$ cat src/rtl/axis_sample_packer.sv
// Packs N_PACK consecutive 16-bit AXI-Stream samples into one wide word, carrying
// TLAST through, padding a short final word via TKEEP, and keeping per-packet counters.
module axis_sample_packer #(
    parameter int N_PACK = 2
) (
    input  logic                  ACLK,
    input  logic                  ARESETN,
    input  logic                  enable,
    input  logic                  s_axis_tvalid,
    output logic                  s_axis_tready,
    input  logic [15:0]           s_axis_tdata,
    input  logic                  s_axis_tlast,
    output logic                  m_axis_tvalid,
    input  logic                  m_axis_tready,
    output logic [16*N_PACK-1:0]  m_axis_tdata,
    output logic [2*N_PACK-1:0]   m_axis_tkeep,
    output logic                  m_axis_tlast,
    output logic [31:0]           pkt_count,
    output logic [31:0]           last_pkt_words,
    output logic                  pkt_done
);

    generate
        if (N_PACK != 2 && N_PACK != 4) begin : g_bad_n_pack
            $fatal(1, "axis_sample_packer: N_PACK must be 2 or 4");
        end
    endgenerate

    localparam int LW = (N_PACK > 2) ? 2 : 1;

    logic [LW-1:0]         r_lane;
    logic [16*N_PACK-1:0]  r_acc;
    logic [31:0]           r_words;

    logic [31:0]           w_lane_u;
    logic [16*N_PACK-1:0]  w_merged;
    logic [2*N_PACK-1:0]   w_keep;
    logic                  w_accept;
    logic                  w_complete;
    logic                  w_hs;

    // Ready is held low during reset so nothing is accepted before the registers settle.
    assign s_axis_tready = ARESETN && enable && (!m_axis_tvalid || m_axis_tready);
    assign w_accept      = s_axis_tvalid && s_axis_tready;
    assign w_complete    = w_accept && ((r_lane == LW'(N_PACK - 1)) || s_axis_tlast);
    assign w_hs          = m_axis_tvalid && m_axis_tready;
    assign w_lane_u      = 32'(r_lane);

    always_comb begin
        w_merged = '0;
        w_keep   = '0;
        for (int unsigned i = 0; i < N_PACK; i++) begin
            if (i < w_lane_u) begin
                w_merged[i*16 +: 16] = r_acc[i*16 +: 16];
            end else if (i == w_lane_u) begin
                w_merged[i*16 +: 16] = s_axis_tdata;
            end
            if (i <= w_lane_u) begin
                w_keep[i*2 +: 2] = 2'b11;
            end
        end
    end

    // The merged word doubles as the next accumulator value on non-completing accepts.
    always_ff @(posedge ACLK or negedge ARESETN) begin
        if (!ARESETN) begin
            r_lane <= '0;
            r_acc  <= '0;
        end else if (w_accept) begin
            if (w_complete) begin
                r_lane <= '0;
                r_acc  <= '0;
            end else begin
                r_lane <= r_lane + 1'b1;
                r_acc  <= w_merged;
            end
        end
    end

    always_ff @(posedge ACLK or negedge ARESETN) begin
        if (!ARESETN) begin
            m_axis_tvalid <= 1'b0;
            m_axis_tdata  <= '0;
            m_axis_tkeep  <= '0;
            m_axis_tlast  <= 1'b0;
        end else if (w_complete) begin
            m_axis_tvalid <= 1'b1;
            m_axis_tdata  <= w_merged;
            m_axis_tkeep  <= w_keep;
            m_axis_tlast  <= s_axis_tlast;
        end else if (w_hs) begin
            m_axis_tvalid <= 1'b0;
        end
    end

    always_ff @(posedge ACLK or negedge ARESETN) begin
        if (!ARESETN) begin
            r_words        <= '0;
            pkt_count      <= '0;
            last_pkt_words <= '0;
            pkt_done       <= 1'b0;
        end else begin
            pkt_done <= w_hs && m_axis_tlast;
            if (w_hs) begin
                if (m_axis_tlast) begin
                    pkt_count      <= pkt_count + 32'd1;
                    last_pkt_words <= r_words + 32'd1;
                    r_words        <= '0;
                end else begin
                    r_words <= r_words + 32'd1;
                end
            end
        end
    end

endmodule

$ cat config.mk
export PLATFORM = sky130hd
export DESIGN_NAME = axis_sample_packer
export DESIGN_NICKNAME = d
export VERILOG_FILES = /design/src/rtl/axis_sample_packer.sv
export SDC_FILE = /design/constraint.sdc
export NUM_CORES = 1
export LEC_CHECK = 0
export BUFFER_PORTS_ARGS = -buffer_cell sky130_fd_sc_hd__buf_4
export CAP_MARGIN = 10
export CORE_MARGIN = 2
export CORE_UTILIZATION = 25
export DETAILED_ROUTE_END_ITERATION = 7
export PLACE_DENSITY = 0.5
export SLEW_MARGIN = 25
export SYNTH_ARGS = -nofsm -noshare
export SYNTH_HDL_FRONTEND = slang
export SYNTH_SLANG_ARGS = --single-unit
$ cat constraint.sdc
create_clock -name ACLK -period 4.21 [get_ports ACLK]
set_clock_uncertainty 0.15 [all_clocks]
set_input_delay 0.421 -clock ACLK [delete_from_list [all_inputs] [get_ports ACLK]]
set_output_delay 0.421 -clock ACLK [all_outputs]
set_load 0.01 [all_outputs]
### Word level (Yosys, flattened, before mapping)

Index checks and enable logic that the tools add are counted.

| word-level totals | value |
|---|---|
| input port bits | 22 |
| logic and storage cells | 40 |
| output and inout bits | 104 |
| flip-flop bits (word level) | 168 |

| cells by class | value |
|---|---|
| multiplexer cells | 11 |
| order comparisons | 4 |
| reduce and logical (&&, ||, !) cells | 12 |
| add/subtract/negate cells | 3 |

Operators with widths:

| kind | count |
|---|---|
| adder 32 x 1 -> 32 bit, second input constant | 2 |
| 2-to-1 mux 16 bit | 4 |
| 2-to-1 mux 32 bit | 2 |
| logical NOT 32 bit | 1 |
| logical AND 1 bit | 6 |
| 2-to-1 mux 2 bit | 2 |
| 2-to-1 mux 1 bit | 3 |
| less-or-equal comparator 1 bit, first input constant | 2 |
| logical OR 1 bit | 2 |
| < comparator 1 bit, first input constant | 2 |
| AND reduction 2 bit | 1 |
| nonzero test 2 bit | 1 |
| adder 1 bit, second input constant | 1 |
| logical NOT 1 bit | 1 |

### Logic depth before layout (Yosys ltp)

Gate-level depths: netlist of the first run.

| depth | value |
|---|---|
| depth after elaboration | 6 |
| depth in mapped cells | 7 |

### Worst setup path before layout of the first run

No wires, ideal clock.

| timing path | value |
|---|---|
| kind | reg2reg |
| from | reg m_axis_tvalid |
| to | reg m_axis_tdata[24] |
| arrival | 1.660 ns |
| stages on the path, launching flop included | 7 |
| library setup time | 0.121 ns |
| path slack | 2.279 ns |
| clock period less this slack | 1.931 ns |
| path through | dfrtp_1 nand2b_1 nand4_1 or2_2 clkbuf_1 clkbuf_1 a22o_1 |

| on the way | value |
|---|---|
| cells in the longest elaborated chain, start to end | 5 |

Ends and longest elaborated chain:

| element | RTL line | source |
|---|---|---|
| start, declared | 13 | `output logic m_axis_tvalid,` |
| start signal, assigned | 82 | `m_axis_tvalid <= 1'b0;` |
| start signal, assigned | 87 | `m_axis_tvalid <= 1'b1;` |
| start signal, assigned | 92 | `m_axis_tvalid <= 1'b0;` |
| logical NOT 1 bit | 43 | `assign s_axis_tready = ARESETN && enable && (!m_axis_tvalid \|\| m_axis_tready);` |
| logical OR 1 bit | 43 |  |
| logical AND 1 bit | 43 |  |
| logical AND 1 bit | 44 | `assign w_accept = s_axis_tvalid && s_axis_tready;` |
| logical AND 1 bit | 45 | `assign w_complete = w_accept && ((r_lane == LW'(N_PACK - 1)) \|\| s_axis_tlast);` |
| end signal, assigned | 88 | `m_axis_tdata <= w_merged;` |
| end, declared | 15 | `output logic [16*N_PACK-1:0] m_axis_tdata,` |

No other way between the ends.
A chain may end at the register's enable or synchronous reset.

### Worst setup path after layout of the first run

| timing path | value |
|---|---|
| from | in ARESETN |
| to | reg m_axis_tdata[30] |

| on the way | value |
|---|---|
| cells in the longest elaborated chain, start to end | 4 |

Ends and longest elaborated chain:

| element | RTL line | source |
|---|---|---|
| start, declared | 7 | `input logic ARESETN,` |
| logical AND 1 bit (2 in series) | 43 |  |
| logical AND 1 bit | 44 |  |
| logical AND 1 bit | 45 |  |

No other way between the ends.

==> results of run 1 <==
routing by layer:
| layer | vias to the layer above | global-route usage [%] |
|---|---|---|
| met1 | 2502 | 17.8 |
| met5 | - | 0 |
| met3 | 16 | 4.27 |
| li1 | 2601 | - |
| met4 | 0 | 3.94 |
| met2 | 144 | 18.1 |
sequential cells by signal, summed over array words and instances, names as in the netlist:
signal,cells
r_acc,16
m_axis_tvalid,1
last_pkt_words,32
r_lane,1
pkt_done,1
m_axis_tlast,1
m_axis_tdata,32
pkt_count,32
r_words,32
m_axis_tkeep,2
cell usage in the layout (no fill, tap or decap), types with 2 or more instances in the layout:
master / count
and3_2: 2
o21ai_0: 90
xor2_1: 26
nand3_1: 24
nand4_2: 2
bufinv_16: 3
a21o_1: 2
dfrtp_1: 150
mux2i_1: 16
buf_4: 134
nand4_1: 25
o22ai_1: 10
xnor2_1: 35
nor3_1: 11
o31ai_1: 14
or2_2: 2
and3_1: 15
nand2_1: 124
a31oi_1: 8
clkbuf_16: 17
a22o_1: 16
clkinv_4: 5
nand2b_1: 3
nor2_1: 18
ha_1: 2
nor4_4: 3
and2_1: 3
inv_1: 15
a21oi_1: 14
inv_6: 3
critical path, delay by kind of cell:
family / cells / cell delay, ns
buffers and inverters: 3 / 1.17
and+or+nand+nor: 2 / 0.79
AOI/OAI and AO/OA: 1 / 0.35
cell usage after synthesis, types with 3 or more instances:
master / count
o21ai_0: 90
nand2b_1: 3
a22o_1: 16
o31ai_1: 14
a21oi_1: 14
and3_1: 15
o22ai_1: 10
clkbuf_1: 28
xnor2_1: 35
nor3_1: 11
nand2_1: 124
a31oi_1: 8
nand3_1: 25
nor2_1: 18
inv_1: 15
and2_1: 3
nand4_1: 25
xor2_1: 26
nor4_4: 3
dfrtp_1: 150
buf_4: 3
mux2i_1: 16
buf_2: 3
worst max-delay path by stage:
stage / startpoint / to / slack (ns) / cells past startpoint
global placement: m_axis_tlast$_DFFE_PN0P_ / r_words[31]$_DFFE_PN0P_ / 1.66 / 5
finish: ARESETN / m_axis_tdata[30]$_DFFE_PN0P_ / 1.58 / 6
detailed placement: m_axis_tlast$_DFFE_PN0P_ / r_words[31]$_DFFE_PN0P_ / 1.59 / 5
floorplan: m_axis_tvalid$_DFFE_PN0P_ / m_axis_tdata[24]$_DFFE_PN0P_ / 2.28 / 6
global route: ARESETN / pkt_done$_DFF_PN0_ / 1.34 / 4
CTS: ARESETN / m_axis_tdata[30]$_DFFE_PN0P_ / 1.56 / 6
cells by family after synthesis:
logic type / Yosys count / synth area share, %
simple gates: 240 / 17.6
flops: 150 / 55.0
buf+inv: 53 / 3.43
fa+ha+maj: 2 / 0.367
xor+xnor: 61 / 7.83
mux: 17 / 2.51
compound gates: 155 / 13.2
area by class of cell:
class / instances / share of cell area (%)
Clock buffer: 19 / 5.08
Clock inverter: 13 / 1.98
Inverter: 15 / 0.646
Multi-Input combinational cell: 475 / 32.5
Sequential cell: 150 / 43.1
Tap cell: 341 / 4.90
Timing Repair Buffer: 136 / 11.8
metrics by stage:
step	power [W]	area, µm²	instances
after global routing	0.00461	8720	1149
final	0.00437	8720	1149
after global placement	0.00280	8090	1116
after floorplan	0.00231	6820	678
after detailed placement	0.00281	8090	1116
after CTS	0.00443	8720	1149
report_power, final:
part	total [W]	switching (W)	leakage (nW)	internal, W
clock	0.00160	0.000643	0.299	0.000958
sequential	0.00185	0.000174	2.00	0.00168
combinational	0.000920	0.000487	1.74	0.000433
==> flow_summary.yaml, run 1 <==
logic_synthesis:
  synth_top_area_share_pct: 55.0
  synth_warnings: 0
  ys_top_cells_by_area: "dfrtp_1, nand2_1, o21ai_0"
  syn-cell-area_mm2: 0.00682
  yosys.area.top_type: "dfrtp_1"
  synth_cells: 678
  synth_edf_count: 0
  synth_async_sr_flop_share_pct: 100
  ys.flop_type: "dfrtp_1"
  netlist-cell-type-count: 39
  avgSynthCellArea_um2: 10.1
  synth_nets: 702
  synth_seq_cells: 150
  yosysSeqAreaShare_pct: 55.0
clock_tree:
  clock_latency_ns: 0.42
  cts_buffers: 17
  cts_tree: "yes"
  ctsHoldBuffers: 1
  cts_post_setup_buffers_inserted: 0
  cts_root_buffer: "clkbuf_16"
  cts.sinks: 150
  cts_buffer_depth: 2
  cts_max_level: 4
  postCtsResizedCells: 0
  path_clk_slew_ns: 0.07
critical_path:
  cp-end-kind: "register"
  cp.required_ns: 4.37
  worstSetupPathType: "in2reg"
  worstSetupStartpointType: "primary input"
  r2r_cells: 5
  max_stage_delay_ns: 0.66
  ff2ff_setup_slack_ns: 1.61
  crit_fanout: 50
  cpMaxStageDelayCell: "or2_2"
  r2r-start: "m_axis_tlast$_DFFE_PN0P_"
  crit_chain: "dlygate4sd3_1, buf_6, nand4_1, buf_4, or2_2, a22o_1"
  reg2reg_to: "r_words[31]$_DFFE_PN0P_"
  cp.arrival_ns: 2.79
routing:
  routed-wl-met3_um: 1260
  vias: 5263
  wl_per_cell_um: 15.3
  finalWirelength_um: 17500
  dr.pass1.iters: 4
  m1WireLength_um: 8870
  ant_nets: 0
  highest_layer: "met4"
  drtIter0Drc: 264
  avgViaCountPerCell: 4.58
  drc: 0
  wl_met2_um: 7210
layout:
  final_util_pct: 32.4
  areaGrowthSynthToFinish_pct: 27.8
  multi_input_area_mm2: 0.00284
  finalNetCount: 819
  regArea_mm2: 0.00375
  drive_gt1_share_pct: 22.3
  num-fill-cells: 2805
  insertedDiodeCount: 0
job:
  drv_cap: 0
sta:
  fin_tns_setup_ns: 0
  setup_viol: 0
  relSlewSlack_pct: 40.2
  rsz0062_at_grt: "false"
  finalHoldViolations: 0
  fin_crit_sh_pct: 62.5
  max_clock_freq_mhz: 380
  period_needed_ns: 2.63
  timing.hold.ws_ns: 0.0792
  fin_ws_ns: 1.58
  tightestPinTransition_ns: 0.897
  drv_slew: 0
global_routing:
  grt_pass1_wl_um: 28700
  grt_max_degree: 71
  grt.total_usage_pct: 12.6
  antenna_found_initial: 0
  grt_overflow_total: 0
  first_global_vias: 5284
floorplan:
  core_area_mm2: 0.0269
  rows: 60
  die_h_um: 169
  ios: 126
  die-area_mm2: 0.0286
  dieWidth_um: 169
  start_util_pct: 25.4
min_path:
  hold_class: "in2reg"
  min_to: "m_axis_tdata[17]$_DFFE_PN0P_"
  hp-start: "s_axis_tdata[1]"
  whs_path_depth: 2
place:
  gp_congestion: 0.737
  io_buffers: 125
  hpwl_um: 12000
  place_ws_ns: 1.59
power:
  irDropWorstVdd_mv: 0.238
  leakage_nw: 4.05
  power_per_cell_area_mw_per_mm2: 502
outcome:
  run_status: "finished clean"
(Power assumes the default switching activity.)
==> inputs of run 2 (changes only) <==
Settings changed: PLACE_DENSITY 0.5 to 0.52.
Clock period 4.21 ns to 2.25 ns, I/O delays scaled along.
==> run 2 against run 1 <==
Against the previous run:
- via count is 3.5% higher
- critical path depth stayed put
- core utilization is 1.0 points higher
- setup slack worse by 1.4 ns
- final cell count is 3.2% higher
- combinational power is 96% higher
- routed wire length is 2.5% higher
- hold slack worse by 0.033 ns
- sequential power is 86% higher
==> flow_summary.yaml, run 2 (synthesis gave the netlist of run 1 again) <==
outcome:
  run_status: "finished clean"
global_routing:
  grt_pass1_wl_um: 29100
  antenna_found_initial: 0
  grt_overflow_total: 0
  first_global_vias: 5343
  grt_max_degree: 74
  grt.total_usage_pct: 12.9
place:
  gp_congestion: 0.788
  io_buffers: 125
  dpl.cell_count: 1134
  hpwl_um: 12300
  place_ws_ns: 0.149
routing:
  vias: 5447
  routed-wl-met3_um: 1560
  avgViaCountPerCell: 4.59
  ant_nets: 0
  drtIter0Drc: 425
  m1WireLength_um: 8750
  wl_met2_um: 7590
  dr.pass1.iters: 4
  finalWirelength_um: 18000
  highest_layer: "met4"
  drc: 0
  wl_per_cell_um: 15.2
floorplan:
  die-area_mm2: 0.0286
  start_util_pct: 25.4
  rows: 60
  ios: 126
  dieWidth_um: 169
  core_area_mm2: 0.0269
  die_h_um: 169
layout:
  final_common_cell: "buf_4"
  insertedDiodeCount: 0
  multi_input_area_mm2: 0.00284
  drive_gt1_share_pct: 23.6
  regArea_mm2: 0.00375
  areaGrowthSynthToFinish_pct: 31.9
  finalNetCount: 856
  final_cell_mix: "buf_4, dfrtp_1, nand2_1, o21ai_0, xnor2_1"
  layoutNonFillerInstCount: 1186
  num-fill-cells: 2771
critical_path:
  cpMaxStageDelayCell: "nor4_4"
  critPathBufInv: 0
  worstSetupStartpointType: "register"
  cp.arrival_ns: 2.27
  cp-end-kind: "register"
  cp_top_family: "simple AND/OR/NAND/NOR gates"
  max_stage_delay_ns: 0.43
  crit_fanout: 6
  cp.required_ns: 2.43
  crit_chain: "ha_1, nand2_1, nor4_4, nand3_1, xor2_1, o21ai_0"
  worstSetupPathType: "reg2reg"
clock_tree:
  cts_buffer_depth: 2
  cts_tree: "yes"
  cts_max_level: 4
  path_clk_slew_ns: 0.07
  cts_root_buffer: "clkbuf_16"
  cts_buffers: 17
  postCtsResizedCells: 0
  cts.sinks: 150
  clock_latency_ns: 0.42
sta:
  tightestPinTransition_ns: 0.883
  fin_tns_setup_ns: 0
  relSlewSlack_pct: 41.1
  fin_ws_ns: 0.159
  period_needed_ns: 2.09
  fin_crit_sh_pct: 92.9
  finalHoldViolations: 0
  setup_viol: 0
  rsz0062_at_grt: "false"
  timing.hold.ws_ns: 0.0461
  max_clock_freq_mhz: 478
  drv_slew: 0
power:
  power_per_cell_area_mw_per_mm2: 894
  leakage_nw: 4.19
  irDropWorstVdd_mv: 0.499
min_path:
  hold_class: "in2async"
job:
  drv_cap: 0
==> run 2: final timing paths <==
check / start / endpoint / slack [ns] / cells after the start
worst max-delay path: r_words[0]$_DFFE_PN0P_ / last_pkt_words[14]$_DFFE_PN0P_ / 0.16 / 6
worst min-delay path: ARESETN / m_axis_tdata[28]$_DFFE_PN0P_ / 0.05 / 2
worst max register to register: r_words[0]$_DFFE_PN0P_ / last_pkt_words[14]$_DFFE_PN0P_ / 0.16 / 6
worst min register to register: pkt_count[31]$_DFFE_PN0P_ / pkt_count[31]$_DFFE_PN0P_ / 0.32 / 1
max in group asynchronous: ARESETN / pkt_count[11]$_DFFE_PN0P_ / 0.79 / 3
min in group ACLK: enable / r_acc[7]$_DFFE_PN0P_ / 0.27 / 5
==> run 2: what timing repair did <==
item,in CTS,in global routing
endpoints found under the hold margin,60,0
hold buffers,19,0
endpoints found under the setup margin,0,1
buffers inserted,0,1
==> run 2: layout make-up <==
| cell class | instances | share of cell area [%] |
|---|---|---|
| timing repair buffer | 173 | 15.0 |
| inverter | 15 | 0.626 |
| multi-input combinational | 475 | 31.5 |
| clock inverter | 14 | 1.56 |
| tap | 341 | 4.74 |
| clock buffer | 18 | 4.77 |
| sequential | 150 | 41.7 |
==> run 2: power by group <==
part	total [W]	internal, W	switching [W]
Combinational	0.00180	0.000852	0.000950
Clock	0.00279	0.00155	0.00124
Sequential	0.00345	0.00314	0.000314
Total	0.00804	0.00554	0.00250
==> run 2: stage by stage <==
step | power, W | utilization (%) | instance area [µm²]
after global routing | 0.00853 | 33.5 | 9000
after floorplan | 0.00432 | - | 6820
after global placement | 0.00528 | 30.6 | 8230
after CTS | 0.00816 | 33.4 | 8980
final | 0.00804 | 33.5 | 9000
after detailed placement | 0.00529 | 30.6 | 8230
==> run 2: metal layers <==
metal  GRT usage, %  vias up
li1               -     2673
met1           17.9     2603
met2           18.4      165
met4           3.75        0
met3           5.13        6
met5              0        -
